### config.mk
export PLATFORM = sky130hd
export DESIGN_NAME = multicycle_controller
export DESIGN_NICKNAME = d
export VERILOG_FILES = /design/src/rtl/multicycle_ctrl_pkg.sv /design/src/rtl/mc_aludec.sv /design/src/rtl/multicycle_controller.sv
export SDC_FILE = /design/constraint.sdc
export NUM_CORES = 1
export LEC_CHECK = 0
export CAP_MARGIN = 10
export CORE_ASPECT_RATIO = 1.2
export CORE_MARGIN = 10
export CORE_UTILIZATION = 28
export DETAILED_ROUTE_END_ITERATION = 10
export DONT_BUFFER_PORTS = 1
export PLACE_DENSITY_LB_ADDON = 0.2
export SYNTH_ARGS = -nofsm -noshare
export SYNTH_HDL_FRONTEND = slang
export SYNTH_SLANG_ARGS = --single-unit
### constraint.sdc
create_clock -name clk -period 2 [get_ports clk]
set_input_delay 0 -clock clk [delete_from_list [all_inputs] [get_ports clk]]
set_output_delay 0 -clock clk [all_outputs]
set_load 0.05 [all_outputs]
### src/rtl/multicycle_ctrl_pkg.sv
// Shared types and encodings for the multicycle RV32I controller.
// Branch funct3 constants beyond beq are only consumed when MULTICYCLE_CTRL_BRANCH_EXT_EN is set.
package multicycle_ctrl_pkg;

    typedef enum logic [3:0] {
        StFetch,
        StDecode,
        StMemAdr,
        StMemRead,
        StMemWb,
        StMemWrite,
        StExecuteR,
        StExecuteI,
        StAluWb,
        StBranch,
        StJal,
        StTrap
    } state_e;

    localparam logic [6:0] OpLoad   = 7'b0000011;
    localparam logic [6:0] OpStore  = 7'b0100011;
    localparam logic [6:0] OpRType  = 7'b0110011;
    localparam logic [6:0] OpIType  = 7'b0010011;
    localparam logic [6:0] OpBranch = 7'b1100011;
    localparam logic [6:0] OpJal    = 7'b1101111;

    typedef enum logic [1:0] {
        AluOpAdd   = 2'b00,
        AluOpSub   = 2'b01,
        AluOpFunct = 2'b10
    } alu_op_e;

    localparam logic [2:0] AluCtrlAdd = 3'd0;
    localparam logic [2:0] AluCtrlSub = 3'd1;
    localparam logic [2:0] AluCtrlAnd = 3'd2;
    localparam logic [2:0] AluCtrlOr  = 3'd3;
    localparam logic [2:0] AluCtrlSlt = 3'd5;

    localparam logic [2:0] ImmI = 3'd0;
    localparam logic [2:0] ImmS = 3'd1;
    localparam logic [2:0] ImmB = 3'd2;
    localparam logic [2:0] ImmJ = 3'd3;

    localparam logic [2:0] F3Beq  = 3'b000;
    localparam logic [2:0] F3Bne  = 3'b001;
    localparam logic [2:0] F3Blt  = 3'b100;
    localparam logic [2:0] F3Bge  = 3'b101;
    localparam logic [2:0] F3Bltu = 3'b110;
    localparam logic [2:0] F3Bgeu = 3'b111;

    function automatic logic [2:0] imm_src_of(input logic [6:0] op);
        case (op)
            OpStore:  return ImmS;
            OpBranch: return ImmB;
            OpJal:    return ImmJ;
            default:  return ImmI;
        endcase
    endfunction

endpackage

### src/rtl/mc_aludec.sv
// ALU decoder: maps ALUOp plus IR fields to an ALUControl code.
module mc_aludec
    import multicycle_ctrl_pkg::*;
#(
    parameter int unsigned ALU_CTRL_W = 3
) (
    input  alu_op_e               alu_op,
    input  logic [2:0]            funct3,
    input  logic                  funct7b5,
    input  logic                  op5,
    output logic [ALU_CTRL_W-1:0] alu_control
);

    always_comb begin
        alu_control = ALU_CTRL_W'(AluCtrlAdd);
        case (alu_op)
            AluOpSub: alu_control = ALU_CTRL_W'(AluCtrlSub);
            AluOpFunct: begin
                case (funct3)
                    // Only R-type can subtract; I-type funct7b5 is immediate bits.
                    3'b000:  alu_control = (op5 && funct7b5) ? ALU_CTRL_W'(AluCtrlSub)
                                                             : ALU_CTRL_W'(AluCtrlAdd);
                    3'b010:  alu_control = ALU_CTRL_W'(AluCtrlSlt);
                    3'b110:  alu_control = ALU_CTRL_W'(AluCtrlOr);
                    3'b111:  alu_control = ALU_CTRL_W'(AluCtrlAnd);
                    default: alu_control = ALU_CTRL_W'(AluCtrlAdd);
                endcase
            end
            default: alu_control = ALU_CTRL_W'(AluCtrlAdd);
        endcase
    end

endmodule

### src/rtl/multicycle_controller.sv
// Multicycle RV32I control FSM with memory handshake, trap state and retire counter.
// Define MULTICYCLE_CTRL_BRANCH_EXT_EN to accept bne/blt/bge/bltu/bgeu besides beq.
module multicycle_controller
    import multicycle_ctrl_pkg::*;
#(
    parameter int unsigned ALU_CTRL_W   = 3,
    parameter int unsigned IMM_SRC_W    = 3,
    parameter int unsigned RETIRE_CNT_W = 32
) (
    input  logic                    clk,
    input  logic                    reset,
    input  logic [6:0]              op,
    input  logic [2:0]              funct3,
    input  logic                    funct7b5,
    input  logic                    Zero,
    input  logic                    Negative,
    input  logic                    Carry,
    input  logic                    Overflow,
    input  logic                    mem_ready,
    output logic                    PCWrite,
    output logic                    AdrSrc,
    output logic                    MemWrite,
    output logic                    IRWrite,
    output logic                    RegWrite,
    output logic [1:0]              ResultSrc,
    output logic [1:0]              ALUSrcA,
    output logic [1:0]              ALUSrcB,
    output logic [IMM_SRC_W-1:0]    ImmSrc,
    output logic [ALU_CTRL_W-1:0]   ALUControl,
    output logic                    illegal,
    output logic                    instr_done,
    output logic [RETIRE_CNT_W-1:0] retired_count
);

    state_e                  state_q, state_d;
    alu_op_e                 alu_op;
    logic                    retire;
    logic                    br_legal, br_taken;
    logic [RETIRE_CNT_W-1:0] retired_q;

    always_comb begin
        br_legal = 1'b0;
        br_taken = 1'b0;
        case (funct3)
            F3Beq:  begin br_legal = 1'b1; br_taken = Zero; end
`ifdef MULTICYCLE_CTRL_BRANCH_EXT_EN
            F3Bne:  begin br_legal = 1'b1; br_taken = !Zero; end
            F3Blt:  begin br_legal = 1'b1; br_taken = Negative ^ Overflow; end
            F3Bge:  begin br_legal = 1'b1; br_taken = !(Negative ^ Overflow); end
            F3Bltu: begin br_legal = 1'b1; br_taken = !Carry; end
            F3Bgeu: begin br_legal = 1'b1; br_taken = Carry; end
`endif
            default: begin br_legal = 1'b0; br_taken = 1'b0; end
        endcase
    end

`ifndef MULTICYCLE_CTRL_BRANCH_EXT_EN
    logic unused_flags;
    assign unused_flags = ^{Negative, Carry, Overflow};
`endif

    always_ff @(posedge clk) begin
        if (reset) begin
            state_q   <= StFetch;
            retired_q <= '0;
        end else begin
            state_q <= state_d;
            if (retire) retired_q <= retired_q + RETIRE_CNT_W'(1);
        end
    end

    always_comb begin
        state_d   = state_q;
        PCWrite   = 1'b0;
        AdrSrc    = 1'b0;
        MemWrite  = 1'b0;
        IRWrite   = 1'b0;
        RegWrite  = 1'b0;
        ResultSrc = 2'b00;
        ALUSrcA   = 2'b00;
        ALUSrcB   = 2'b00;
        alu_op    = AluOpAdd;
        illegal   = 1'b0;
        retire    = 1'b0;
        unique case (state_q)
            StFetch: begin
                ALUSrcB   = 2'b10;
                ResultSrc = 2'b10;
                IRWrite   = mem_ready;
                PCWrite   = mem_ready;
                if (mem_ready) state_d = StDecode;
            end
            StDecode: begin
                ALUSrcA = 2'b01;
                ALUSrcB = 2'b01;
                case (op)
                    OpLoad, OpStore: state_d = StMemAdr;
                    OpRType:         state_d = StExecuteR;
                    OpIType:         state_d = StExecuteI;
                    OpBranch:        state_d = StBranch;
                    OpJal:           state_d = StJal;
                    default:         state_d = StTrap;
                endcase
            end
            StMemAdr: begin
                ALUSrcA = 2'b10;
                ALUSrcB = 2'b01;
                state_d = op[5] ? StMemWrite : StMemRead;
            end
            StMemRead: begin
                AdrSrc = 1'b1;
                if (mem_ready) state_d = StMemWb;
            end
            StMemWb: begin
                ResultSrc = 2'b01;
                RegWrite  = 1'b1;
                retire    = 1'b1;
                state_d   = StFetch;
            end
            StMemWrite: begin
                AdrSrc   = 1'b1;
                MemWrite = 1'b1;
                if (mem_ready) begin
                    retire  = 1'b1;
                    state_d = StFetch;
                end
            end
            StExecuteR: begin
                ALUSrcA = 2'b10;
                alu_op  = AluOpFunct;
                state_d = StAluWb;
            end
            StExecuteI: begin
                ALUSrcA = 2'b10;
                ALUSrcB = 2'b01;
                alu_op  = AluOpFunct;
                state_d = StAluWb;
            end
            StAluWb: begin
                RegWrite = 1'b1;
                retire   = 1'b1;
                state_d  = StFetch;
            end
            StBranch: begin
                ALUSrcA = 2'b10;
                alu_op  = AluOpSub;
                if (br_legal) begin
                    PCWrite = br_taken;
                    retire  = 1'b1;
                    state_d = StFetch;
                end else begin
                    state_d = StTrap;
                end
            end
            StJal: begin
                ALUSrcA = 2'b01;
                ALUSrcB = 2'b10;
                PCWrite = 1'b1;
                state_d = StAluWb;
            end
            StTrap: begin
                illegal = 1'b1;
            end
            default: state_d = StFetch;
        endcase
        // Reset squashes every side effect of the instruction in flight.
        if (reset) begin
            PCWrite  = 1'b0;
            IRWrite  = 1'b0;
            MemWrite = 1'b0;
            RegWrite = 1'b0;
            illegal  = 1'b0;
            retire   = 1'b0;
        end
    end

    mc_aludec #(
        .ALU_CTRL_W (ALU_CTRL_W)
    ) u_aludec (
        .alu_op      (alu_op),
        .funct3      (funct3),
        .funct7b5    (funct7b5),
        .op5         (op[5]),
        .alu_control (ALUControl)
    );

    assign ImmSrc        = IMM_SRC_W'(imm_src_of(op));
    assign instr_done    = retire;
    assign retired_count = retired_q;

endmodule

==> run summary, run 1 <==
Among all flip-flop cells after synthesis, the most frequent one is sky130_fd_sc_hd__dfxtp_1. sky130_fd_sc_hd__dfxtp_1 takes more of the synthesized area than any other cell. The clock passes through at most 2 buffers. The switching portion of total power is 0.4629. The number of nets with antenna violations after routing came out at 0. The initial utilization of the core area, before any placement, comes to 0.2862. The clock network power share came out at 0.187. Measured along the y axis, the die boundary spans 116.7 um.

The class of the tightest hold or removal check is input pin to register. Counting the buffers created by CTS gives 5. Measured against its own limit, the worst slew margin works out to 0.6434. The HPWL after detailed placement is 5.007 mm. The cell internal power dissipation came out at 1563 uW. After detailed placement, the design holds a cell count of 423. The max-slew violation total from the final report is 0. The maximum number of pins on one net before global-route repair is 38. Buffers placed on the I/O ports in this run total 0. The clock tree from TritonCTS is yes. The cell count after synthesis came out at 286. The wire length per cell came out at 16.72 um. The total track usage is 0.1234.

Of the cells placed in the final design, the portion with a size suffix greater than 1 is 0.3592. Among all stages on the critical path, the largest delay is contributed by sky130_fd_sc_hd__or4_4. In the layout the commonest cells are 65 x sky130_fd_sc_hd__buf_4, 32 x sky130_fd_sc_hd__a21oi_1, 22 x sky130_fd_sc_hd__nand2_1. The number of violations reported at the end of detailed-routing iteration 0 is 119.

The critical path arrival came out at 2.12 ns. The final worst hold slack is 0.06422 ns. The maximum VDD drop came out at 851.2 uV.

The routability congestion estimate came out at 0.8502. The number of clock sinks seen by CTS came out at 36. The flop-to-flop setup slack came out at 0.11 ns.

The layout overhead on the synthesized area came out at 42.11%. In the synthesized netlist the async set-or-reset flop fraction comes to 0. The synthesis warning total came out at 0. The top-area cell type share of the netlist area is 0.3305. Summed over all layers, the routed wires come to 7.357 mm.

The area of the core came out at 7620 um^2. The total power divided by cell area is 938.8 nW/um^2. The H-tree generated during clock tree synthesis spans 2 levels. The number of distinct library cells after synthesis is 45.

The largest single stage delay on the critical path is 0.55 ns. The worst hold path passes through 3 cells. The number of antenna violations at the first check in global routing came to 0. The final global-route overflow total is 0.

The critical path in this run is classified as register to register. The filler cells instantiated in the layout total 785. The detailed-route via count came out at 2419.

The number of enable-type register cells in the synthesized netlist came out at 0. The number of failing setup endpoints in the final timing report is 0. The fraction of the core area covered by cells at the end of the flow came out at 0.4067. Clock tree synthesis selected as its root buffer the cell sky130_fd_sc_hd__clkbuf_8. Walking the worst path, the cells encountered are nand4bb_4 > nor4b_4 > buf_4 > a31oi_4 > or4_4 > a21oi_2. For this design the total switching power over the nets is 1347 uW. The reported max-cap violation count is 0.

The number of DRC violations after detailed routing is 0. The worst register-to-register path ends at retired_count[24]. For this run, the register share of the synthesized area comes to 0.3305. The via density per instance is 5.498.

The most common cell after layout, fill and taps aside is sky130_fd_sc_hd__buf_4. The net count reported at finish came out at 368. The via count of the first global-routing pass was 2468. The repair_antennas step left the layout with diodes totalling 0.

The worst hold path terminates at state_q[0]. The top-level I/O count is 69. By area the synthesized netlist is led by sky130_fd_sc_hd__dfxtp_1 33%, sky130_fd_sc_hd__a21oi_1 8.0%, sky130_fd_sc_hd__or4_1 5.2%. The startpoint identified for the worst register-to-register timing path is state_q[2]. The post-synth net total came out at 307. Timing would allow up to 527.7 MHz. The final cycle utilization of the critical path is 0.9475. The first global-routing pass estimated 12.00 mm of wire. The sum of negative setup slack came out at 0 ns.

The mean instance size in the synthesized netlist came out at 7.625 um^2. The post-CTS clock slew at the launch and capture registers of the worst setup and hold paths is 0.07 ns. The largest fanout of any net on the critical path is 5.

Across the routed clock network, the largest skew measured is 0.004545 ns. The length of the first detailed-routing pass in iterations came out at 4. For this run, the number of standard cells in the final layout without fillers is 440. The static power due to leakage came out at 0.001113 uW. The worst-skew pair later-pin latency is 0.29 ns. The startpoint of the worst hold path is mem_ready.

The length in cells of the worst reg-to-reg path is 6. The final hold violation count came out at 0. The worst setup path is captured at a register.

The area enclosed by the die boundary came out at 11730 um^2. The power share of the sequential group is 0.277. STA puts the critical path data required time at 2.23 ns. Counting flops and latches in the post-synthesis netlist gives 36. The worst setup path is launched from a register. The width of the die came out at 100.6 um. The clock period minus worst slack is 1.895 ns. The slew at the pin closest to its max-slew limit is 0.5342 ns.

The cell area after synthesis came out at 2181 um^2. Of the total power, combinational logic draws 0.536. The flow ran to the end, and the final reports show no timing, DRC or antenna violations. The floorplan has 35 rows.
-- worst max-delay path: cells and delay by family, from the launching register on --
family                 cells  cell delay (ns)
AND/OR/NAND/NOR            3             1.14
flip-flops                 1             0.36
AO/OA/AOI/OAI              2             0.18
buffers and inverters      1             0.17
-- power by group through the flow --
stage | registers [uW] | clock network, uW | logic (uW)
2_1_floorplan | 829 | 0 | 983
3_3_place_gp | 800 | 0 | 1450
3_5_place_dp | 801 | 0 | 1440
4_1_cts | 797 | 575 | 1530
5_1_grt | 812 | 592 | 1680
6_report | 805 | 545 | 1560
-- logic make-up (layout without fill, tap and decap cells) --
family / count (synthesis) / in the layout / share of synthesized area
AND/OR/NAND/NOR: 120 / 120 / 0.3196
adder cells (fa/ha/maj): 3 / 3 / 0.01721
XOR/XNOR: 4 / 4 / 0.01607
AO/OA/AOI/OAI: 86 / 88 / 0.2341
buffers and inverters: 33 / 93 / 0.06712
flip-flops: 36 / 36 / 0.3305
other: 1 / 1 / 0.001720
multiplexers: 3 / 3 / 0.01377
-- layout make-up --
class / instances / area, um^2 / share of cell area
multi-input cells: 219 / 1490 / 0.4808
flip-flops and latches: 36 / 758.2 / 0.2447
repair buffers: 73 / 600.6 / 0.1938
well taps: 92 / 115.1 / 0.03714
clock buffers: 8 / 90.09 / 0.02907
inverters: 12 / 45.04 / 0.01453
-- layer usage --
layer	part of all wire	up-vias	routed length [um]	global-route usage
li1	-	1194	-	-
met1	0.42	1152	3081	0.1370
met2	0.49	67	3588	0.2073
met3	0.083	6	613	0.04911
met4	0.010	0	74	0.04623
met5	0	-	0	0
-- stage by stage --
step	area [um^2]	setup WS [ns]	total power, uW
floorplan	2237	-0.001483	1812
global placement	2783	-0.09846	2252
detailed placement	2783	-0.1272	2242
CTS	2984	0.03573	2900
global route	3099	-0.01031	3081
finish	3099	0.1050	2909
-- cell usage after synthesis (8+ instances only) --
| master | n |
|---|---|
| sky130_fd_sc_hd__nand2_1 | 22 |
| sky130_fd_sc_hd__nand3_1 | 10 |
| sky130_fd_sc_hd__o31ai_1 | 14 |
| sky130_fd_sc_hd__nand4_1 | 8 |
| sky130_fd_sc_hd__dfxtp_1 | 36 |
| sky130_fd_sc_hd__clkbuf_1 | 14 |
| sky130_fd_sc_hd__or3_1 | 16 |
| sky130_fd_sc_hd__inv_1 | 12 |
| sky130_fd_sc_hd__a21oi_1 | 35 |
| sky130_fd_sc_hd__or4_1 | 15 |
| sky130_fd_sc_hd__nor2_1 | 19 |
| sky130_fd_sc_hd__o21ai_0 | 22 |
-- flip-flops by register name, summed over array words and instances, names as in the netlist --
name           cells
state_q            4
retired_count     32
-- worst max-delay path by stage --
stage | slack, ns | cells past startpoint | end | from
2_1_floorplan | -0.001 | 4 | AdrSrc | state_q[0]
3_3_place_gp | -0.1 | 6 | retired_count[2] | state_q[2]
3_5_place_dp | -0.13 | 7 | retired_count[6] | state_q[2]
4_1_cts | 0.04 | 6 | retired_count[22] | state_q[2]
5_1_grt | -0.01 | 6 | retired_count[31] | state_q[2]
6_report | 0.11 | 6 | retired_count[24] | state_q[2]
-- repair_timing --
| item | in CTS | in global routing |
|---|---|---|
| gates cloned | 1 | 1 |
| hold buffers | 4 | 0 |
| pin swaps | 1 | 4 |
| setup endpoints to repair | 15 | 19 |
| gates resized for setup | 6 | 19 |
| setup buffers | 1 | 3 |
| endpoints found under the hold margin | 36 | 0 |
(Power assumes the default switching activity.)
==> inputs of run 2 (changes only) <==
SYNTH_HIERARCHICAL = 1   (was default)
==> run 2 against run 1 <==
Non-clock buffer count is 8 lower. First-iteration DRC count is 25% lower. Synthesized cell count is 0.70% lower. Critical path depth stayed put. Largest cell class unchanged.
==> run summary, run 2 <==
Counting the buffers created by CTS gives 5. The number of cells traversed by the worst hold path came out at 3. For the final routed database, the setup TNS stands at 0 ns. CTS built an H-tree with a depth of 2. The number of synthesized register bits is 36. The via density per instance is 5.357. The reported max-cap violation count is 0. The maximum number of pins on one net before global-route repair came out at 32. The area of the core is 8063 um^2. The category of the worst setup path capture point is a register.

The mean instance size in the synthesized netlist came out at 8.049 um^2. The leading area contributor after synthesis is sky130_fd_sc_hd__dfxtp_1. The maximum VDD drop came out at 654.4 uV. In the layout the commonest cells are 58 x sky130_fd_sc_hd__buf_4, 27 x sky130_fd_sc_hd__a21oi_1, 23 x sky130_fd_sc_hd__nand2_1, 23 x sky130_fd_sc_hd__or4_1, 22 x sky130_fd_sc_hd__o31ai_1. The flop-to-flop setup slack came out at 0.10 ns. Wires add up to 7.007 mm. The critical path arrival is 2.07 ns. The largest fanout of any net on the critical path is 30. Synthesis instantiated 60 different standard cells from the library. In the synthesized netlist, the cells that appear most often are 36 x sky130_fd_sc_hd__dfxtp_1, 27 x sky130_fd_sc_hd__a21oi_1, 23 x sky130_fd_sc_hd__nand2_1, 23 x sky130_fd_sc_hd__or4_1, 22 x sky130_fd_sc_hd__o31ai_1. The clock period minus worst slack came out at 1.899 ns. The initial utilization of the core area, before any placement, comes to 0.2835. The number of failing setup endpoints in the final timing report is 0. The number of placement rows came out at 36. Once detailed placement completed, the half-perimeter wirelength came to 5.297 mm. The detailed-route via count is 2309. The flow ran to the end, and the final reports show no timing, DRC or antenna violations. In the final design database the tool counted 356 nets.

The post-synth net total came out at 305. The number of nets with antenna violations after routing came out at 0. The power share of the sequential group is 0.312. TritonCTS built the clock tree. The count of filler cells inserted in the layout is 821. The startpoint of the worst hold path is op[5]. The global routing met1 resource utilization is 0.1276.

The count of port buffers added during placement came out at 0. The area enclosed by the die boundary is 12190 um^2. For this run, the leading register cell type out of synthesis is sky130_fd_sc_hd__dfxtp_1. Of the total power, the share spent switching nets is 0.4157.

The number of instances in the synthesized netlist is 284. The top-level I/O count is 69. The slew at the pin closest to its max-slew limit is 0.5821 ns. In this run the critical register-to-register path is launched from state_q[2].

In this run the clock root is driven by a sky130_fd_sc_hd__clkbuf_8. The share of cells above drive strength 1 came out at 0.3363. The combinational share of power came out at 0.448. The number of clock sinks seen by CTS came out at 36. The worst register-to-register path ends at retired_count[9].

The cell area after synthesis came out at 2286 um^2. The most common cell after layout, fill and taps aside is sky130_fd_sc_hd__buf_4. The post-place instance area is 2859 um^2. The class of the tightest hold or removal check is input pin to register. The length of the first detailed-routing pass in iterations came out at 4. The kind of critical path is register to register.

The area growth from synthesis to layout is 32.73%. The first global-routing pass estimated 11.35 mm of wire. Dividing the detail-routed wire length by the instance count gives 16.26 um.

Counting along the longest clock path gives a buffer depth of 2. The clock network power share came out at 0.241. The width of the die came out at 102.5 um. The via count of the first global-routing pass was 2204. The analysis attributes to cell leakage a power of 0.001080 uW. Of the synthesized area, sequential elements account for 0.3153. The top-area cell type share of the netlist area is 0.3153.

The number of antenna violations at the first check in global routing came out at 0. The post-CTS clock slew at the launch and capture registers of the worst setup and hold paths came out at 0.07 ns. The worst hold path terminates at state_q[1].

The number of flip-flops under the largest register name came out at 32. The final hold violation count came out at 0. For the worst flop-to-flop path, the logic depth is 6.

The routability congestion estimate came out at 0.7671. The worst setup path is launched from a register. The number of antenna diodes in the final layout is 0.

The met3 track demand over resource is 0.04743. In this run the most used layer during global routing was met2. The total power divided by cell area is 820.3 nW/um^2.

The data required time of the worst path came out at 2.17 ns. The cell internal power dissipation is 1454 uW. By area the synthesized netlist is led by sky130_fd_sc_hd__dfxtp_1 32%, sky130_fd_sc_hd__or4_1 7.6%, sky130_fd_sc_hd__o31ai_1 7.2%.

The max-slew violation total from the final report is 0. Yosys instantiated no cell more often than sky130_fd_sc_hd__dfxtp_1. The number of violations reported at the end of detailed-routing iteration 0 is 89. Of the available clock period, the critical path in the final layout requires 0.9496.

The final global-route overflow total came out at 0. The worst-skew pair later-pin latency came out at 0.29 ns. For this run, the number of Yosys warnings is 6.

The relative slew slack is 0.6115. The total track usage is 0.1137. The met2 layer usage reported by global route is 0.1886. The number of enable-type register cells in the synthesized netlist came out at 0.

The number of DRC violations after detailed routing came out at 0. Setup repair after global routing left no endpoint under its margin. The analysis attributes to net switching a power of 1035 uW.

The final standard cell area without fillers came out at 3034 um^2. The maximum frequency from static timing analysis came out at 526.6 MHz. In this run the vertical extent of the chip is 119.0 um. The worst clock skew came out at 0.009870 ns. The share of synthesized registers carrying an async set or reset came out at 0.
## run 2: kinds of logic (layout without fill, tap and decap cells)
group | count (synthesis) | in the layout | synth area share
fa+ha+maj | 3 | 3 | 0.01642
buf+inv | 35 | 87 | 0.07334
mux | 6 | 6 | 0.02682
flops | 36 | 36 | 0.3153
other cells | 1 | 1 | 0.001640
simple gates | 123 | 123 | 0.3290
xor+xnor | 4 | 4 | 0.01533
compound gates | 76 | 76 | 0.2222
## run 2: per-layer routing
metal,wire length [um],share of wire
met1,2811,0.40
met4,84,0.012
met2,3481,0.50
met3,629,0.090
met5,0,0
## run 2: timing repair
item | 4_1_cts | 5_1_grt
gates resized for setup | 0 | 6
hold endpoints to repair | 30 | 0
setup endpoints to repair | 0 | 16
hold buffers | 3 | 0
setup buffers | 0 | 0
## run 2: critical path, cell delays in order, from the launching register on
cell and delay [ns]:
sky130_fd_sc_hd__dfxtp_1 0.34, sky130_fd_sc_hd__and4bb_2 0.31, sky130_fd_sc_hd__nand2_1 0.06, sky130_fd_sc_hd__o22a_1 0.25
sky130_fd_sc_hd__buf_12 0.18, sky130_fd_sc_hd__nor4b_2 0.29, sky130_fd_sc_hd__mux2_1 0.34
## run 2: through the flow
step	setup slack (ns)	instances	hold slack (ns)	power [uW]	utilization
3_3_place_gp	0.1061	420	0.07068	1877	0.3546
3_5_place_dp	0.08676	420	0.07093	1879	0.3546
6_report	0.1009	431	0.03443	2489	0.3763
5_1_grt	0.01048	431	0.04451	2642	0.3763
2_1_floorplan	-0.08368	284	0.1051	1574	-
4_1_cts	0.03082	431	0.02060	2512	0.3726
## run 2: layout make-up
type	instances	area, um^2	share of cell area
multi-input cells	213	1454	0.4792
repair buffers	65	538.0	0.1773
flip-flops and latches	36	765.7	0.2524
clock inverters	2	11.26	0.003711
clock buffers	6	93.84	0.03093
well taps	95	118.9	0.03918
inverters	14	52.55	0.01732
## run 2: worst max-delay path by stage
stage          cells past startpoint                end  startpoint
6_report                           6   retired_count[9]  state_q[2]
5_1_grt                            6   retired_count[9]  state_q[1]
4_1_cts                            6      ALUControl[2]  state_q[0]
3_5_place_dp                       6  retired_count[26]  state_q[0]
3_3_place_gp                       6  retired_count[21]  state_q[0]
2_1_floorplan                      5      ALUControl[2]  state_q[2]
## run 2: power groups by stage
stage | registers [uW] | clock network (uW) | logic, uW
2_1_floorplan | 791 | 0 | 783
3_3_place_gp | 786 | 0 | 1090
3_5_place_dp | 787 | 0 | 1090
4_1_cts | 769 | 626 | 1120
5_1_grt | 782 | 658 | 1200
6_report | 775 | 599 | 1110
==> inputs of run 3 (changes only) <==
clock period = 2.1 ns   (was 2 ns; I/O delays follow)
==> run 3 against run 2 <==
First-iteration DRC count grew 10%. Via count increased by 0.74%. Sequential cell count unchanged. Worst setup slack gained 0.044 ns. Wire length is essentially flat. Hold slack lost 0.027 ns. Non-clock buffer count is 3 higher. Sequential power decreased by 4.9%. Die area unchanged. Core utilization decreased by 0.39 points. Critical path type unchanged. Critical endpoint is now retired_count[23]. Largest power group unchanged. Highest routed layer unchanged.
==> run summary, run 3 (synthesis results as in run 2) <==
The run finished with clean final reports. The area growth from synthesis to layout is 31.36%. The number of antenna violations at the first check in global routing came out at 0.

The relative slew slack came out at 0.6334. The detailed router placed 2326 vias in this run. Setup repair after global routing left no endpoint under its margin. The number of clock sinks seen by CTS came out at 36. The maximum number of pins on one net before global-route repair is 32. The total wirelength of the detailed-routed design is 7.010 mm.

The critical path arrival is 2.18 ns. The top-level I/O count came out at 69. The pre-CTS setup slack is 0.06719 ns. For this block, wires on met1 add up to 2.822 mm. The highest metal layer carrying signal wires in the routed design is met4. The number of instances in the placed design is 423.

The worst setup path is captured at a register. The wire length on met2 came out at 3.402 mm. The maximum VDD drop came out at 508.5 uV. The number of placement rows is 36.

The worst-skew pair later-pin latency is 0.29 ns. The largest fanout of any net on the critical path came out at 28. From left edge to right edge, the die measures 102.5 um. The post-CTS setup repair buffer count came out at 0. Once routing completed, OpenROAD measured the worst setup slack at 0.1452 ns.

The critical path launch point type is a register. The total half-perimeter wirelength after legalization and detailed placement came out at 5.353 mm. The worst setup path is of the register to register kind. The data required time of the worst path came out at 2.32 ns.

The number of antenna diodes in the final layout is 0. In this run the worst hold path is classified as input pin to register. The total power divided by cell area came out at 787.9 nW/um^2.

The level count of the clock H-tree is 2. The number of flip-flops under the largest register name came out at 32. The final global-route overflow total is 0.

In the routed design, unresolved DRC markers number 0. Counting along the longest clock path gives a buffer depth of 2. The starting density of the core came out at 0.2835.

The sum of negative setup slack is 0 ns. TritonCTS built the clock tree. The library cell used most frequently in the layout, excluding fill and tap cells, is sky130_fd_sc_hd__buf_4. The area of the core came out at 8063 um^2.

The static power due to leakage is 0.001078 uW. The clock tree root buffer cell is sky130_fd_sc_hd__clkbuf_8. The routability congestion estimate is 0.7743. After clock tree synthesis, the clock-pin slew on the worst setup and hold paths is 0.07 ns.

The die is 119.0 um tall. Wire segments on met3 add up to 640 um in the final route. Across every metal layer, demand over resource in global routing totals 0.1160.

In the routed layout, each cell is associated on average with a via count of 5.372. The via count of the first global-routing pass came out at 2306. The area enclosed by the die boundary is 12190 um^2. The number of violations reported at the end of detailed-routing iteration 0 is 98. The clock period minus worst slack came out at 1.955 ns. The share of cells above drive strength 1 is 0.3136. The reported max-cap violation count is 0. The final cycle utilization of the critical path is 0.9309. The first global-routing pass estimated 11.54 mm of wire. The max-slew violation total from the final report came out at 0. The maximum frequency from static timing analysis came out at 511.6 MHz. The post-layout instance count excluding filler cells is 433.

Before antenna repair, the detailed router went through 4 iterations. In the final design database the tool counted 359 nets. The count of nets left with antenna violations once routing finished came out at 0. The worst clock skew is 0.003815 ns. The slew at the pin closest to its max-slew limit came out at 0.5493 ns. After detailed routing, the average wire length per cell comes to 16.19 um. The final hold violation count is 0. The count of port buffers added during placement came out at 0. The number of clock buffers inserted by TritonCTS came out at 5. Leaving out fill and tap cells, the most frequent cells in the layout are 63 x sky130_fd_sc_hd__buf_4, 27 x sky130_fd_sc_hd__a21oi_1, 23 x sky130_fd_sc_hd__nand2_1, 23 x sky130_fd_sc_hd__or4_1, 22 x sky130_fd_sc_hd__o31ai_1. Setup violations remaining at the end of the flow were counted as 0.
[run 3: cell count changes in the layout (fill, tap and decap cells not counted), moves of 2 or more]
cell | previous run | this run
sky130_fd_sc_hd__dfxtp_4 | 6 | 0
sky130_fd_sc_hd__buf_4 | 58 | 63
sky130_fd_sc_hd__dfxtp_1 | 12 | 21
sky130_fd_sc_hd__dfxtp_2 | 18 | 15
sky130_fd_sc_hd__clkbuf_8 | 5 | 7
sky130_fd_sc_hd__buf_6 | 2 | 0
[run 3: critical path, stage by stage, from the launching register on]
cell and delay (ns):
sky130_fd_sc_hd__dfxtp_1 0.40, sky130_fd_sc_hd__and4bb_2 0.26, sky130_fd_sc_hd__nand2_1 0.06, sky130_fd_sc_hd__o22a_2 0.32, sky130_fd_sc_hd__buf_12 0.19, sky130_fd_sc_hd__or4_1 0.51
sky130_fd_sc_hd__a21oi_1 0.15
[run 3: cell type report]
type                    count  area (um^2)
inverters                  14        52.55
repair buffers             68        553.0
multi-input cells         213         1443
fillers                   843         5060
flip-flops and latches     36        739.5
well taps                  95        118.9
clock buffers               7        96.34
[run 3: worst paths after layout]
| path | slack, ns | cells after the start | startpoint | to |
|---|---|---|---|---|
| setup / recovery | 0.15 | 6 | state_q[0] | retired_count[23] |
| hold / removal | 0.007 | 3 | mem_ready | state_q[2] |
| setup reg to reg | 0.15 | 6 | state_q[0] | retired_count[23] |
| hold reg to reg | 0.53 | 2 | retired_count[23] | retired_count[23] |
[run 3: routing by layer]
metal,global-route usage,vias up
met3,0.04569,10
li1,-,1176
met2,0.1962,57
met5,0,-
met1,0.1270,1083
met4,0.04152,0
[run 3: report_power, final]
group	total [uW]	switching, uW	internal [uW]
clock network	539	247	292
logic	1090	695	395
registers	737	27.0	710
[run 3: repair_timing]
item / CTS / global route
setup endpoints to repair: 0 / 11
hold endpoints to repair: 30 / 0
hold buffers: 3 / 0
resized for setup: 0 / 2
[run 3: per-stage QoR]
| step | util | hold WS (ns) | cell area (um^2) | total power (uW) |
|---|---|---|---|---|
| final | 0.3724 | 0.007216 | 3003 | 2366 |
| after global routing | 0.3724 | 0.008864 | 3003 | 2512 |
| after CTS | 0.3714 | 0.004864 | 2994 | 2393 |
| after detailed placement | 0.3544 | 0.07523 | 2858 | 1829 |
| after global placement | 0.3544 | 0.07199 | 2858 | 1824 |
| after floorplan | - | 0.1051 | 2316 | 1504 |
